$ cat src/rtl/vga_pkg.sv
// vga_pkg: screen geometry, pixel field widths, arbiter state enum and round-robin distance helper
package vga_pkg;
  localparam int SCREEN_W = 160;
  localparam int SCREEN_H = 120;
  localparam int X_W = 8;
  localparam int Y_W = 7;
  localparam int C_W = 3;
  typedef enum logic {IDLE, OWNED} state_t;
  function automatic int rr_dist(int i, int last, int n);
    return (i - last - 1 + n) % n;
  endfunction
endpackage

$ cat src/rtl/rr_pick.sv
// rr_pick: round-robin pick (req, last -> one-hot pick, valid) favouring the requester just after last
module rr_pick import vga_pkg::*; #(
  parameter int N  = 3,
  parameter int IW = 2
) (
  input  logic [N-1:0]  req,
  input  logic [IW-1:0] last,
  output logic [N-1:0]  pick,
  output logic          valid
);
  int best;
  always_comb begin
    best = N;
    pick = '0;
    for (int i = 0; i < N; i++)
      if (req[i] && rr_dist(i, int'(last), N) < best) best = rr_dist(i, int'(last), N);
    valid = best < N;
    for (int i = 0; i < N; i++) pick[i] = req[i] && rr_dist(i, int'(last), N) == best;
  end
endmodule

$ cat src/rtl/plot_arbiter.sv
// plot_arbiter: grants one drawing requester (req/gnt) the VGA port, forwards its pixels (pix_*) to vga_* with clipping and a drop_count
module plot_arbiter import vga_pkg::*; #(
  parameter int NUM_REQ = 3,
  parameter int CNT_W   = 16
) (
  input  logic                   clk,
  input  logic                   rst_n,
  input  logic [NUM_REQ-1:0]     req,
  output logic [NUM_REQ-1:0]     gnt,
  input  logic [NUM_REQ-1:0]     pix_valid,
  input  logic [NUM_REQ*X_W-1:0] pix_x,
  input  logic [NUM_REQ*Y_W-1:0] pix_y,
  input  logic [NUM_REQ*C_W-1:0] pix_colour,
  output logic [NUM_REQ-1:0]     pix_ready,
  output logic [X_W-1:0]         vga_x,
  output logic [Y_W-1:0]         vga_y,
  output logic [C_W-1:0]         vga_colour,
  output logic                   vga_plot,
  output logic                   busy,
  output logic [CNT_W-1:0]       drop_count
);
  localparam int IW = NUM_REQ > 1 ? $clog2(NUM_REQ) : 1;
  state_t state_q, state_d;
  logic [IW-1:0] owner_q, owner_d, last_q, last_d, pick_idx;
  logic [NUM_REQ-1:0] pick;
  logic pick_vld, accept, in_bounds;
  logic [X_W-1:0] cur_x, vga_x_q, vga_x_d;
  logic [Y_W-1:0] cur_y, vga_y_q, vga_y_d;
  logic [C_W-1:0] cur_c, vga_c_q, vga_c_d;
  logic vga_plot_q, vga_plot_d;
  logic [CNT_W-1:0] drop_q, drop_d;
  rr_pick #(.N(NUM_REQ), .IW(IW)) u_pick (
    .req   (req),
    .last  (last_q),
    .pick  (pick),
    .valid (pick_vld)
  );
  always_comb begin
    pick_idx = '0;
    gnt = '0;
    cur_x = '0;
    cur_y = '0;
    cur_c = '0;
    for (int i = 0; i < NUM_REQ; i++) begin
      if (pick[i]) pick_idx = IW'(i);
      gnt[i] = state_q == OWNED && owner_q == IW'(i);
      if (owner_q == IW'(i)) begin
        cur_x = pix_x[i*X_W +: X_W];
        cur_y = pix_y[i*Y_W +: Y_W];
        cur_c = pix_colour[i*C_W +: C_W];
      end
    end
    pix_ready = gnt & req;
    accept = |(pix_ready & pix_valid);
    in_bounds = cur_x < X_W'(SCREEN_W) && cur_y < Y_W'(SCREEN_H);
    state_d = state_q == IDLE ? (pick_vld ? OWNED : IDLE) : (|pix_ready ? OWNED : IDLE);
    owner_d = state_q == IDLE && pick_vld ? pick_idx : owner_q;
    last_d = state_q == OWNED && !(|pix_ready) ? owner_q : last_q;
    vga_plot_d = accept && in_bounds;
    vga_x_d = vga_plot_d ? cur_x : vga_x_q;
    vga_y_d = vga_plot_d ? cur_y : vga_y_q;
    vga_c_d = vga_plot_d ? cur_c : vga_c_q;
    drop_d = accept && !in_bounds && !(&drop_q) ? drop_q + CNT_W'(1) : drop_q;
  end
  always_ff @(posedge clk or negedge rst_n)
    if (!rst_n) begin
      state_q <= IDLE;
      owner_q <= '0;
      last_q <= IW'(NUM_REQ - 1);
      vga_plot_q <= 1'b0;
      vga_x_q <= '0;
      vga_y_q <= '0;
      vga_c_q <= '0;
      drop_q <= '0;
    end else begin
      state_q <= state_d;
      owner_q <= owner_d;
      last_q <= last_d;
      vga_plot_q <= vga_plot_d;
      vga_x_q <= vga_x_d;
      vga_y_q <= vga_y_d;
      vga_c_q <= vga_c_d;
      drop_q <= drop_d;
    end
  assign vga_x = vga_x_q;
  assign vga_y = vga_y_q;
  assign vga_colour = vga_c_q;
  assign vga_plot = vga_plot_q;
  assign drop_count = drop_q;
  assign busy = |gnt;
endmodule

$ cat config.mk
export PLATFORM = sky130hd
export DESIGN_NAME = plot_arbiter
export DESIGN_NICKNAME = d
export VERILOG_FILES = /design/src/rtl/vga_pkg.sv /design/src/rtl/rr_pick.sv /design/src/rtl/plot_arbiter.sv
export SDC_FILE = /design/constraint.sdc
export NUM_CORES = 1
export LEC_CHECK = 0
export CAP_MARGIN = 15
export CORE_MARGIN = 2
export CORE_UTILIZATION = 50
export CTS_BUF_LIST = sky130_fd_sc_hd__clkbuf_16
export DETAILED_ROUTE_END_ITERATION = 12
export GPL_TIMING_DRIVEN = 1
export PLACE_DENSITY = 0.81
export SLEW_MARGIN = 20
export SYNTH_ARGS = -nofsm -noshare
export SYNTH_HDL_FRONTEND = slang
export SYNTH_SLANG_ARGS = --single-unit
$ cat constraint.sdc
create_clock -name clk -period 15.27 [get_ports clk]
set_clock_uncertainty 0.2 [all_clocks]
set_input_delay 3.054 -clock clk [delete_from_list [all_inputs] [get_ports clk]]
set_output_delay 3.054 -clock clk [all_outputs]
set_load 0.02 [all_outputs]
# Yosys cells after proc, flatten, opt, wreduce, memory -nomap -nowiden
# Index checks and enable logic that the tools add are counted.
# word_totals
in_bits	62
output_inout_bits	42
regBits	40
elab_cells	73
# op_classes
n_mux	17
bitwise_logic	3
add_sub_neg	10
reduce_logical	22
order_cmp	6
div_mod_pow	3
n_eq_ne	4
# ops
operator	n
$add 32x3->32 const B	3
$mod 32x3->32 const B	3
$mux 32	3
$eq 32x32->1	2
$lt 32x3->1 const B	2
$lt 32x32->1	2
$sub 32x2->32 const B	2
$mux 8	3
$mux 7	3
$add 16x1->16 const B	1
$reduce_and 16->1	1
$logic_and 1x1->1	14
$mux 3	3
$reduce_or 3->1	3
$lt 8x8->1 const B	1
$lt 7x7->1 const B	1
$and 3x3->3	2
$sub 1x2->3 const A	2
$mux 1	4
$sub 3x2->4 const B	1
$logic_not 1->1	3
$sub 2x2->3 const A	1
$eq 2x1->1 const B	1
$eq 2x2->1 const B	1
other kinds (3)	3

# Logic depth before layout (Yosys ltp)
# logic_depth
word_depth	17
ltp_mapped	33
depth_no_buf	30

# By module
# Synthesis repeated with hierarchy kept, for this count alone.
# unflattened
cells_unflattened	2492
area_unflattened_um2	17250.3
# by_module_without_submodules
module	cells_per_inst	n_inst	area_each_um2	seq_area_each_um2
rr_pick	2300	1	15048.2	0.0
plot_arbiter	192	1	2202.1	1002.2

# Least setup slack after synthesis
# No wires, ideal clock.
# synth_timing
path_kind	in2reg
start	in req[0]
end	reg owner_q[1]
t_required_ns	14.945
setup_time_ns	0.125
stages	19
t_arrival_ns	6.772
path_buffers	0
path_slack_ns	8.173
path_cell_list	nand2_1 a21oi_1 inv_1 ha_1 a21o_1 a21o_1 a21o_1 a21o_1 a21o_1 a21o_1 a21oi_1 o221ai_1 a21oi_1 nand2_1 or3b_2 o221ai_1 or3_1 o21a_1 mux2_4
# synth_between
elab_chain_len	11
elab_cells_between_ends	13
classes_between	order compare (3); eq/ne (1); mux (4); reduce/logical (5)
# synth_rtl
element	line_no	text
from (decl)	plot_arbiter.sv:8	input logic [NUM_REQ-1:0] req,
$logic_and 1x1->1 (*)	rr_pick.sv:16	if (req[i] && rr_dist(i, int'(last), N) < best) best = rr_dist(i, int'(last), N);
$mux 32 (*)	rr_pick.sv:16	
$lt 32x32->1	rr_pick.sv:16	
$logic_and 1x1->1	rr_pick.sv:16	
$mux 32 (*)	rr_pick.sv:16	
$lt 32x32->1	rr_pick.sv:16	
$logic_and 1x1->1	rr_pick.sv:16	
$mux 32 (*)	rr_pick.sv:16	
branches (longest 3 deep; another with $lt 32x3->1)	--	
to (signal assigned)	plot_arbiter.sv:77	owner_q <= owner_d;
to (decl)	plot_arbiter.sv:24	logic [IW-1:0] owner_q, owner_d, last_q, last_d, pick_idx;
# Every way passes the cells marked *.
# A chain may end at the register's enable or synchronous reset.

# Final worst setup path
# layout_timing
start	reg last_q[0]
end	reg owner_q[1]
# layout_between
elab_chain_len	16
elab_cells_between_ends	26
classes_between	add/sub (9); div (3); order compare (4); eq/ne (1); mux (4); reduce/logical (5)
# layout_rtl
element	line_no	text
from (decl)	plot_arbiter.sv:24	
from (signal assigned)	plot_arbiter.sv:69	last_q <= IW'(NUM_REQ - 1);
from (signal assigned)	plot_arbiter.sv:78	last_q <= last_d;
branches (longest 16 deep; another with $add 32x3->32)	--	
# Several ways; the timed one is not identified.

==> impl_metrics.yaml <==
global_routing:
  grt_pass1_wl_um: 21500
  grt-ovfl-total: 0
  track_usage: 0.255
  antenna_found_initial: 0
  grt_pass1_vias: 4582
  grt_start_max_net_pins: 41
setup_path:
  r2r_cells: 28
  start_kind: "register"
  crit_required_ps: 15230
  critPathMaxStageDelay_ps: 670
  arrival_ps: 8260
  regToRegStartpoint: "last_q[0]"
  critPathSlowestCell: "ha_1"
  path_max_fanout: 22
  setup.worst_path.start: "last_q[0]"
  path_class: "register to register"
  setup.worst_path.end_class: "register"
  crit_end: "owner_q[1]"
  reg2reg_slack_ps: 6970
  cpMostUsedCell: "ha_1"
  r2r-end: "owner_q[1]"
power_and_ir_drop:
  powerDensity_mw_per_mm2: 280
  power_mw: 1.67
  pwr-share-clk: 0.079
  switching_share: 0.515
  seq_power_share: 0.102
  vdd_drop_max_mv: 0.130
  p_leak_nw: 2.63
  p_sw_mw: 0.859
  combPwrFrac: 0.819
  p_int_mw: 0.810
synth:
  yosysSeqAreaShare: 0.212
  synth_compound_area_frac: 0.240
  synth-xor-area-share: 0.0457
  synth_fa_ha_area_frac: 0.127
  yosys_warnings: 0
  netlist_top_cells_count: "nand2_1 (73), nor2_1 (65), ha_1 (48), o21ai_0 (43), a21oi_1 (40)"
  synth.area.top_cells: "dfrtp_1 (21%), ha_1 (13%), nand2_1 (5.8%)"
  synth.most_common_cell: "nand2_1"
  synth_top_family_by_area: "simple AND/OR/NAND/NOR gates"
  synth-simple-area-share: 0.261
  yosysUniqueCellTypes: 76
  ys_seq_elements: 40
  synth_top_cell_area_share: 0.206
  ys.flop_type: "dfrtp_1"
  synth.mux.area_fraction: 0.0698
  synth_area_leader_cell: "dfrtp_1"
  syn_area_per_cell_um2: 7.88
  syn_inst: 601
  synth_edf_count: 0
  syn-cell-area_mm2: 0.00473
  synth_fp_nets: 711
  async_flop_share: 1.00
clock_tree:
  cts_root_buf: "clkbuf_16"
  clk_latency_ps: 280
  cts-buffers-inserted: 5
  h-tree-depth: 2
  cts_resized: 0
  cts_hold_buf: 0
  clock_sinks: 40
  cts_tree: "built"
  cts_buffer_depth: 2
  post-cts-setup-buffers: 0
  clkSlewWorstSetupHoldPaths_ps: 60
timing:
  post-route-period-util: 0.544
  fmax_mhz: 120
  slew-limit-headroom: 0.333
  tightestPinTransition_ps: 998
  finalSetupViolations: 0
  final_max_slew_viol_count: 0
  hold_viol: 0
  setup_tns_ps: 0
  hold_ws_ps: 276
  rsz0062_at_grt: "false"
  period_needed_ps: 8300
floorplanning:
  num_rows: 35
  die_w_um: 101
  pin_count: 104
  die_h_um: 101
  core_mm2: 0.00920
  start_util: 0.515
  dieArea_mm2: 0.0103
drt:
  wl_um: 13600
  drt-initial-drc-count: 186
  drc: 0
  vias_per_cell: 6.10
  wl_per_cell_um: 17.0
  drt_pre_antenna_iters: 5
  antenna_left: 0
  vias: 4859
cells_and_area:
  drive_above_1_share: 0.0598
  design_area_mm2: 0.00596
  fin_nets: 796
  antenna_cells: 0
  area_delta_synth_final_pct: 25.8
placed_design:
  detailed_place.area_mm2: 0.00577
  dpl.hpwl_um: 10700
  io_buffers: 103
  gp_congestion: 0.931
hold_path:
  hold_class: "register to register"
job:
  maxCapViolations: 0
status:
  status: "complete, no violations"
## worst max-delay path: cells and delay by family (launching register included)
kind / cells / cell delay [ps]
simple gates: 13 / 2850
compound gates: 10 / 2460
fa+ha+maj: 4 / 1820
flops: 1 / 550
mux: 1 / 300
## worst min path at each step
stage,startpoint,cells after the start,to,slack [ps]
after floorplan,drop_count[11],1,drop_count[11],390
after global placement,vga_x[7],2,vga_x[7],260
after detailed placement,vga_y[1],2,vga_y[1],270
after CTS,vga_y[1],2,vga_y[1],280
after global routing,vga_y[0],2,vga_y[0],290
final,vga_y[6],2,vga_y[6],280
## placed cells by master (no fill, tap or decap), types with 9 or more instances in the layout
cell	Yosys	layout
a21o_1	17	17
a21oi_1	40	40
and2_1	9	9
and3_1	11	11
clkdlybuf4s50_1	0	102
dfrtp_1	39	39
ha_1	48	48
inv_1	14	14
mux2_2	9	9
mux2i_1	20	20
nand2_1	73	73
nand2b_1	10	10
nand3_1	11	11
nand4_1	13	13
nor2_1	65	65
nor3_1	17	17
o21ai_0	43	43
xnor2_1	13	13
## per-layer routing
layer,vias to the layer above,global-route usage,part of all wire
li1,2378,-,-
met4,0,0.0603,0.016
met3,18,0.0359,0.029
met2,105,0.452,0.52
met1,2358,0.328,0.43
met5,-,0,0
## through the flow
stage	worst slack [ps]	util	std cells
3_3_place_gp	7290	0.627	790
3_5_place_dp	7090	0.627	790
2_1_floorplan	8170	-	601
4_1_cts	7120	0.648	797
6_report	6970	0.648	797
5_1_grt	6410	0.648	797
## cell families after synthesis
group                    after synthesis
adder cells (fa/ha/maj)               48
AO/OA/AOI/OAI                        170
multiplexers                          31
XOR/XNOR                              23
flip-flops                            40
AND/OR/NAND/NOR                      245
buffers and inverters                 44
## power by group through the flow
stage                     combinational, mW  clock [mW]  sequential (mW)
after floorplan                        1.02           0            0.194
after global placement                 1.28           0            0.170
after detailed placement               1.34           0            0.172
after CTS                              1.34       0.133            0.170
after global routing                   1.51       0.138            0.175
final                                  1.37       0.132            0.170
## area by class of cell
class | count | area, µm²
multi-input combinational | 517 | 3520
fill | 770 | 3240
timing repair buffer | 106 | 1050
sequential | 40 | 1000
tap | 111 | 139
clock buffer | 5 | 125
inverter | 16 | 62.6
clock inverter | 2 | 60.1
## sequential cells by signal (all words and copies together) (netlist names)
register    count
vga_x           8
drop_count     16
state_q         1
last_q          2
vga_plot        1
vga_colour      3
vga_y           7
owner_q         2
(Power assumes the default switching activity.)
==> edit 1: new RTL, config.mk and constraints unchanged <==
The parameter `CNT_W` goes from 16 to 18.
--- a/src/rtl/plot_arbiter.sv
+++ b/src/rtl/plot_arbiter.sv
@@ -3,3 +3,3 @@
   parameter int NUM_REQ = 3,
-  parameter int CNT_W   = 16
+  parameter int CNT_W   = 18
 ) (
Ports: changed (resized drop_count); port bits go from 104 to 106. No check against the original RTL was run, so the function may have changed too.
==> edit 1 against the unedited design <==
- wire length rose by 6.9%
- total power increased by 3.5%
- final area grew 4.0%
- via count increased by 7.2%
- synthesized area is 5.0% higher
- sequential cell count is 2 higher
- sequential power up 4%
- setup slack worse by 1.2 ns
- core utilization decreased by 1.1 points
- critical endpoint unchanged
- largest power group unchanged
==> edit 1: results (changes against the unedited design) <==
* Violation count after the first detailed-routing iteration at 501 (+170%)
* Slowest stage cell, crit path: sky130_fd_sc_hd__nor2_1
* Count of antenna diodes in the layout at 0 (unchanged)
* Buffer cell driving the clock tree root: sky130_fd_sc_hd__clkbuf_16
* Distinct cell type count of the synthesized netlist at 77 (+1.3%)
* Min-Delay Path Class: flip-flop to flip-flop
* Crit-path max cell delay at 0.71 ns (+0.04 ns)
* Synth warnings at 0 (unchanged)
* Peak supply drop at 0.0001125 V (-13%)
* Post-Synthesis Net Count at 742 (+4.4%)
* Largest register FFs at 18 (+2)
* Post-layout nets at 826 (+3.8%)
* Vias in the first global route at 4,954 (+8.1%)
* Worst setup startpoint: last_q[0]
* Final weighted congestion in routability-driven placement at 0.9313 (about the same)
* Highest net fanout along the worst path at 20 (-9.1%)
* Clock latency of the later-clocked register in the worst-skew pair at 0.29 ns
* Total Routing Usage GR at 26.20% (+0.70 points)
* Initial antenna violation count at 0 (unchanged)
* Post-CTS clock slew at the launch and capture registers of the worst setup and hold paths at 0.07 ns
* Number of input and output port buffers inserted at 105 (+1.9%)
* CTS HTree Levels at 2 (unchanged)
* Final max-slew violation count at 0 (unchanged)
* Synth cell count leaders: sky130_fd_sc_hd__nand2_1 (77), sky130_fd_sc_hd__a21oi_1 (50), sky130_fd_sc_hd__ha_1 (48), sky130_fd_sc_hd__nor2_1 (46)
* Routed wire per std cell at 17.06 um (+0.20%)
* Number of cells on the worst reg-to-reg path at 33 (+18%)
* Run status: completed
* Share of synthesized flip-flops with an asynchronous set or reset at 100.0% (unchanged)
* Worst setup path endpoint: owner_q[1]
* Crit Reg-Reg Startpoint: last_q[0]
* Family of cells with the greatest summed delay on the critical path: compound AO/OA/AOI/OAI gates
* Sequential area share after synthesis at 21.17% (about the same)
* Pre-Repair DR Iteration Count at 8 (+3)
* Clock Path Buffers at 2 (unchanged)
* Vias after detailed routing at 5,210 (+7.2%)
* Slack of the worst reg-to-reg path at 5.73 ns (-1.23 ns)
* Maximum number of pins on one net before global-route repair at 43 (+4.9%)
* Post-CTS setup repair buffer count at 0 (unchanged)
* Cell leakage power at 2.655 nW (+0.88%)
* Post-route fraction of the period consumed by the critical path at 62.45% (+8.1 points)
* Sum of net half-perimeters after detailed placement at 11.11 mm (+4.3%)
* First-pass GRT wire length at 23.91 mm (+11%)
* Worst Path Arrival at 9.51 ns (+1.25 ns)
* Leading cell types by total area after synthesis: sky130_fd_sc_hd__dfrtp_1 (21%), sky130_fd_sc_hd__ha_1 (12%), sky130_fd_sc_hd__mux2i_1 (5.8%)
* Number of buffers created by CTS at 5 (unchanged)
* Cts repair resizes at 0 (unchanged)
* Slew headroom at 31.29% (-2.0 points)
* Fraction of final layout cells sized beyond drive strength 1 at 5.718% (-0.26 points)
* Placement Setup Slack at 5.889 ns (-1.199 ns)
-- edit 1: layer usage --
layer | share of wire (%) | global-route usage, % | vias up
li1 | - | - | 2500
met1 | 42 | 33.61 | 2430
met2 | 48 | 45.41 | 240
met5 | 0 | 0 | -
met4 | 2.3 | 7.239 | 0
met3 | 7.0 | 4.594 | 40
-- edit 1: kinds of logic (layout without fill, tap and decap cells) --
| logic type | count (synthesis) | after routing | synth area share (%) |
|---|---|---|---|
| AOI/OAI and AO/OA | 191 | 191 | 25.81 |
| and+or+nand+nor | 228 | 228 | 22.56 |
| DFF | 42 | 42 | 21.17 |
| muxes | 38 | 38 | 7.880 |
| adders and majority gates | 48 | 48 | 12.08 |
| buffers and inverters | 57 | 142 | 5.186 |
| xor gates and xnor gates | 28 | 28 | 5.312 |
-- edit 1: how the worst min path moves through the flow --
stage / start / end / cells past startpoint
6_report: vga_x[3] / vga_x[3] / 2
5_1_grt: vga_y[2] / vga_y[2] / 2
4_1_cts: vga_x[3] / vga_x[3] / 2
3_5_place_dp: vga_x[6] / vga_x[6] / 2
3_3_place_gp: vga_x[3] / vga_x[3] / 2
2_1_floorplan: state_q / state_q / 1
-- edit 1: cell type report --
class                      count  area [um2]
timing repair buffer         110        1084
inverter                      24       90.09
tap                          133       166.4
fill                         868        3533
clock inverter                 3       18.77
sequential                    42        1052
clock buffer                   5       125.1
multi-input combinational    533        3660
-- edit 1: worst register-to-register path: cells and delay by family, from the launching register on --
family	cells	cell delay, ns
AO/OA/AOI/OAI	16	3.80
XOR/XNOR	1	0.50
adder cells (fa/ha/maj)	3	0.94
buffers and inverters	4	0.92
flip-flops	1	0.50
multiplexers	2	0.76
AND/OR/NAND/NOR	7	1.81
-- edit 1: stage by stage --
stage	hold WS [ns]	power (mW)	instances	util, %	instance area [um2]
2_1_floorplan	0.3609	1.282	632	-	4970
3_3_place_gp	0.2620	1.541	842	62.20	6052
3_5_place_dp	0.2675	1.594	842	62.20	6052
4_1_cts	0.2843	1.709	850	63.68	6196
5_1_grt	0.3092	1.895	850	63.68	6196
6_report	0.2783	1.727	850	63.68	6196
-- edit 1: report_power, final --
group / internal [mW] / total, mW / switching, mW / leakage [nW]
sequential: 0.144 / 0.177 / 0.0326 / 0.546
clock: 0.0606 / 0.107 / 0.0463 / 0.0740
combinational: 0.600 / 1.44 / 0.843 / 2.04
total: 0.805 / 1.73 / 0.922 / 2.66
==> edit 2: new RTL, same settings <==
Made on the original files. Reset style: synchronous (`rst_n`), changed in one clocked block.
--- a/src/rtl/plot_arbiter.sv
+++ b/src/rtl/plot_arbiter.sv
@@ -64,3 +64,3 @@
   end
-  always_ff @(posedge clk or negedge rst_n)
+  always_ff @(posedge clk)
     if (!rst_n) begin
Formal check against the unedited RTL: differs if rst_n is asserted again (counterexample within 4 cycles, from zero or initial values and one cycle with rst_n low); with rst_n held inactive, the same outputs for 4 cycles.
==> edit 2 against the unedited design <==
- highest routed layer unchanged
- synthesized area fell by 3.7%
- setup slack improved by 0.24 ns
- fmax rose by 3.0%
- total power fell by 40%
- count of clock-buffer cells in the layout did not move
- sequential cell count did not move
- combinational power fell by 46%
- wire length fell by 5.4%
- critical path type unchanged
- sequential power fell by 19%
- final area fell by 2.6%
- via count fell by 3.9%
==> edit 2: results (changes against the unedited design) <==
* Run status: completed
* Distinct cell type count of the synthesized netlist at 85 (+12%)
* Plain + repair buffers at 108 (+1.9%)
* Maximum number of pins on one net before global-route repair at 42 (+2.4%)
* Start point of the worst hold path: vga_y[1]
* Number of cells produced by synthesis at 567 (-5.7%)
* Routed wire per std cell at 16.95 um (-0.44%)
* Number of fillers in the final layout at 720 (-6.5%)
* Non-clock buffering overhead in the final layout at 18.42% (+0.81 points)
* Total number of multi-input combinational cells at 478 (-7.5%)
* Number of buffers created by CTS at 5 (unchanged)
* Non-filler cells in the finished layout at 757 (-5.0%)
* Share of synthesized flip-flops with an asynchronous set or reset at 0% (-100 points)
* Leading cell types by total area after synthesis: sky130_fd_sc_hd__dfxtp_1 (18%), sky130_fd_sc_hd__ha_1 (13%), sky130_fd_sc_hd__mux2i_1 (5.7%)
* Highest net fanout along the worst path at 20 (-9.1%)
* Cell leakage power at 2.410 nW (-8.4%)
* Sequential area share after synthesis at 17.57% (-3.6 points)
* Top flip-flop cell by instance count after synthesis: sky130_fd_sc_hd__dfxtp_1
* Clock network share of area at 3.192% (+0.082 points)
* Synth cell count leaders: sky130_fd_sc_hd__nand2_1 (50), sky130_fd_sc_hd__ha_1 (48), sky130_fd_sc_hd__dfxtp_1 (40), sky130_fd_sc_hd__a21oi_1 (28), sky130_fd_sc_hd__mux2i_1 (26)
* Seq area share at 13.80% (-3.0 points)
* DP Cell Count at 750 (-5.1%)
* Violation count after the first detailed-routing iteration at 345 (+85%)
* Largest cell class by area: multi-input combinational cells
* Vias in the first global route at 4,398 (-4.0%)
* Slowest stage cell, crit path: sky130_fd_sc_hd__ha_1
* Sum of net half-perimeters after detailed placement at 9.880 mm (-7.3%)
* Cts repair resizes at 0 (unchanged)
* Slew at the pin closest to its max-slew limit at 0.8776 ns (-0.1205 ns)
* Multi-input gate share of the layout cell area at 61.14% (+2.1 points)
* First-pass GRT wire length at 21.05 mm (-2.1%)
* Ratio of routed vias to standard cells at 6.166 (+1.1%)
* Total count of hold-check failures in the final report at 0 (unchanged)
* Post-Synthesis Net Count at 677 (-4.8%)
* Crit-path max cell delay at 0.62 ns (-0.05 ns)
* Worst setup startpoint: last_q[0]
* Final weighted congestion in routability-driven placement at 0.9168 (-1.5%)
* Total Routing Usage GR at 25.68% (+0.17 points)
edit 2: cell count changes in the layout (fill, tap and decap cells not counted), sizes merged, moves of 14 or more:
| cell | unedited run | this run |
|---|---|---|
| dfrtp | 39 | 0 |
| nor2 | 65 | 24 |
| o211a | 2 | 16 |
| nand2 | 73 | 51 |
| o21ai | 44 | 23 |
| dfxtp | 0 | 40 |
edit 2: routing by layer:
metal | vias up | wire, um | GRT usage (%)
met5 | - | 0 | 0
met1 | 2193 | 5622 | 33.41
met4 | 0 | 116 | 5.479
met3 | 9 | 899 | 4.989
li1 | 2292 | - | -
met2 | 174 | 6191 | 44.23
edit 2: report_power, final:
group | internal, mW | switching (mW) | total [mW] | leakage [nW]
combinational | 0.328 | 0.407 | 0.734 | 2.00
sequential | 0.117 | 0.0194 | 0.137 | 0.324
clock | 0.0927 | 0.0422 | 0.135 | 0.0899
edit 2: metrics by stage:
step	utilization [%]	instance area, um2	hold slack [ns]	setup slack [ns]	power (mW)
after floorplan	-	4557	0.3476	7.956	0.6911
after global placement	64.09	5617	0.2804	7.373	0.8373
after detailed placement	64.09	5617	0.2894	7.358	0.8560
after CTS	66.21	5802	0.3052	7.323	0.9957
after global routing	66.21	5802	0.3206	6.398	1.086
final	66.21	5802	0.3077	7.205	1.006
edit 2: worst paths after layout:
path	to	slack, ns	cells after the start
setup reg to reg	owner_q[0]	7.20	27
hold / removal	vga_y[1]	0.31	1
setup / recovery	owner_q[0]	7.20	27
hold reg to reg	vga_y[1]	0.31	1
edit 2: cell families (layout without fill, tap and decap cells):
logic type	after synthesis	in the layout	share of synthesized area, %
DFF	40	40	17.57
buffers and inverters	49	131	4.750
AOI/OAI and AO/OA	163	163	26.80
xor gates and xnor gates	23	23	4.723
and+or+nand+nor	216	216	26.47
muxes	28	28	6.507
adders and majority gates	48	48	13.18
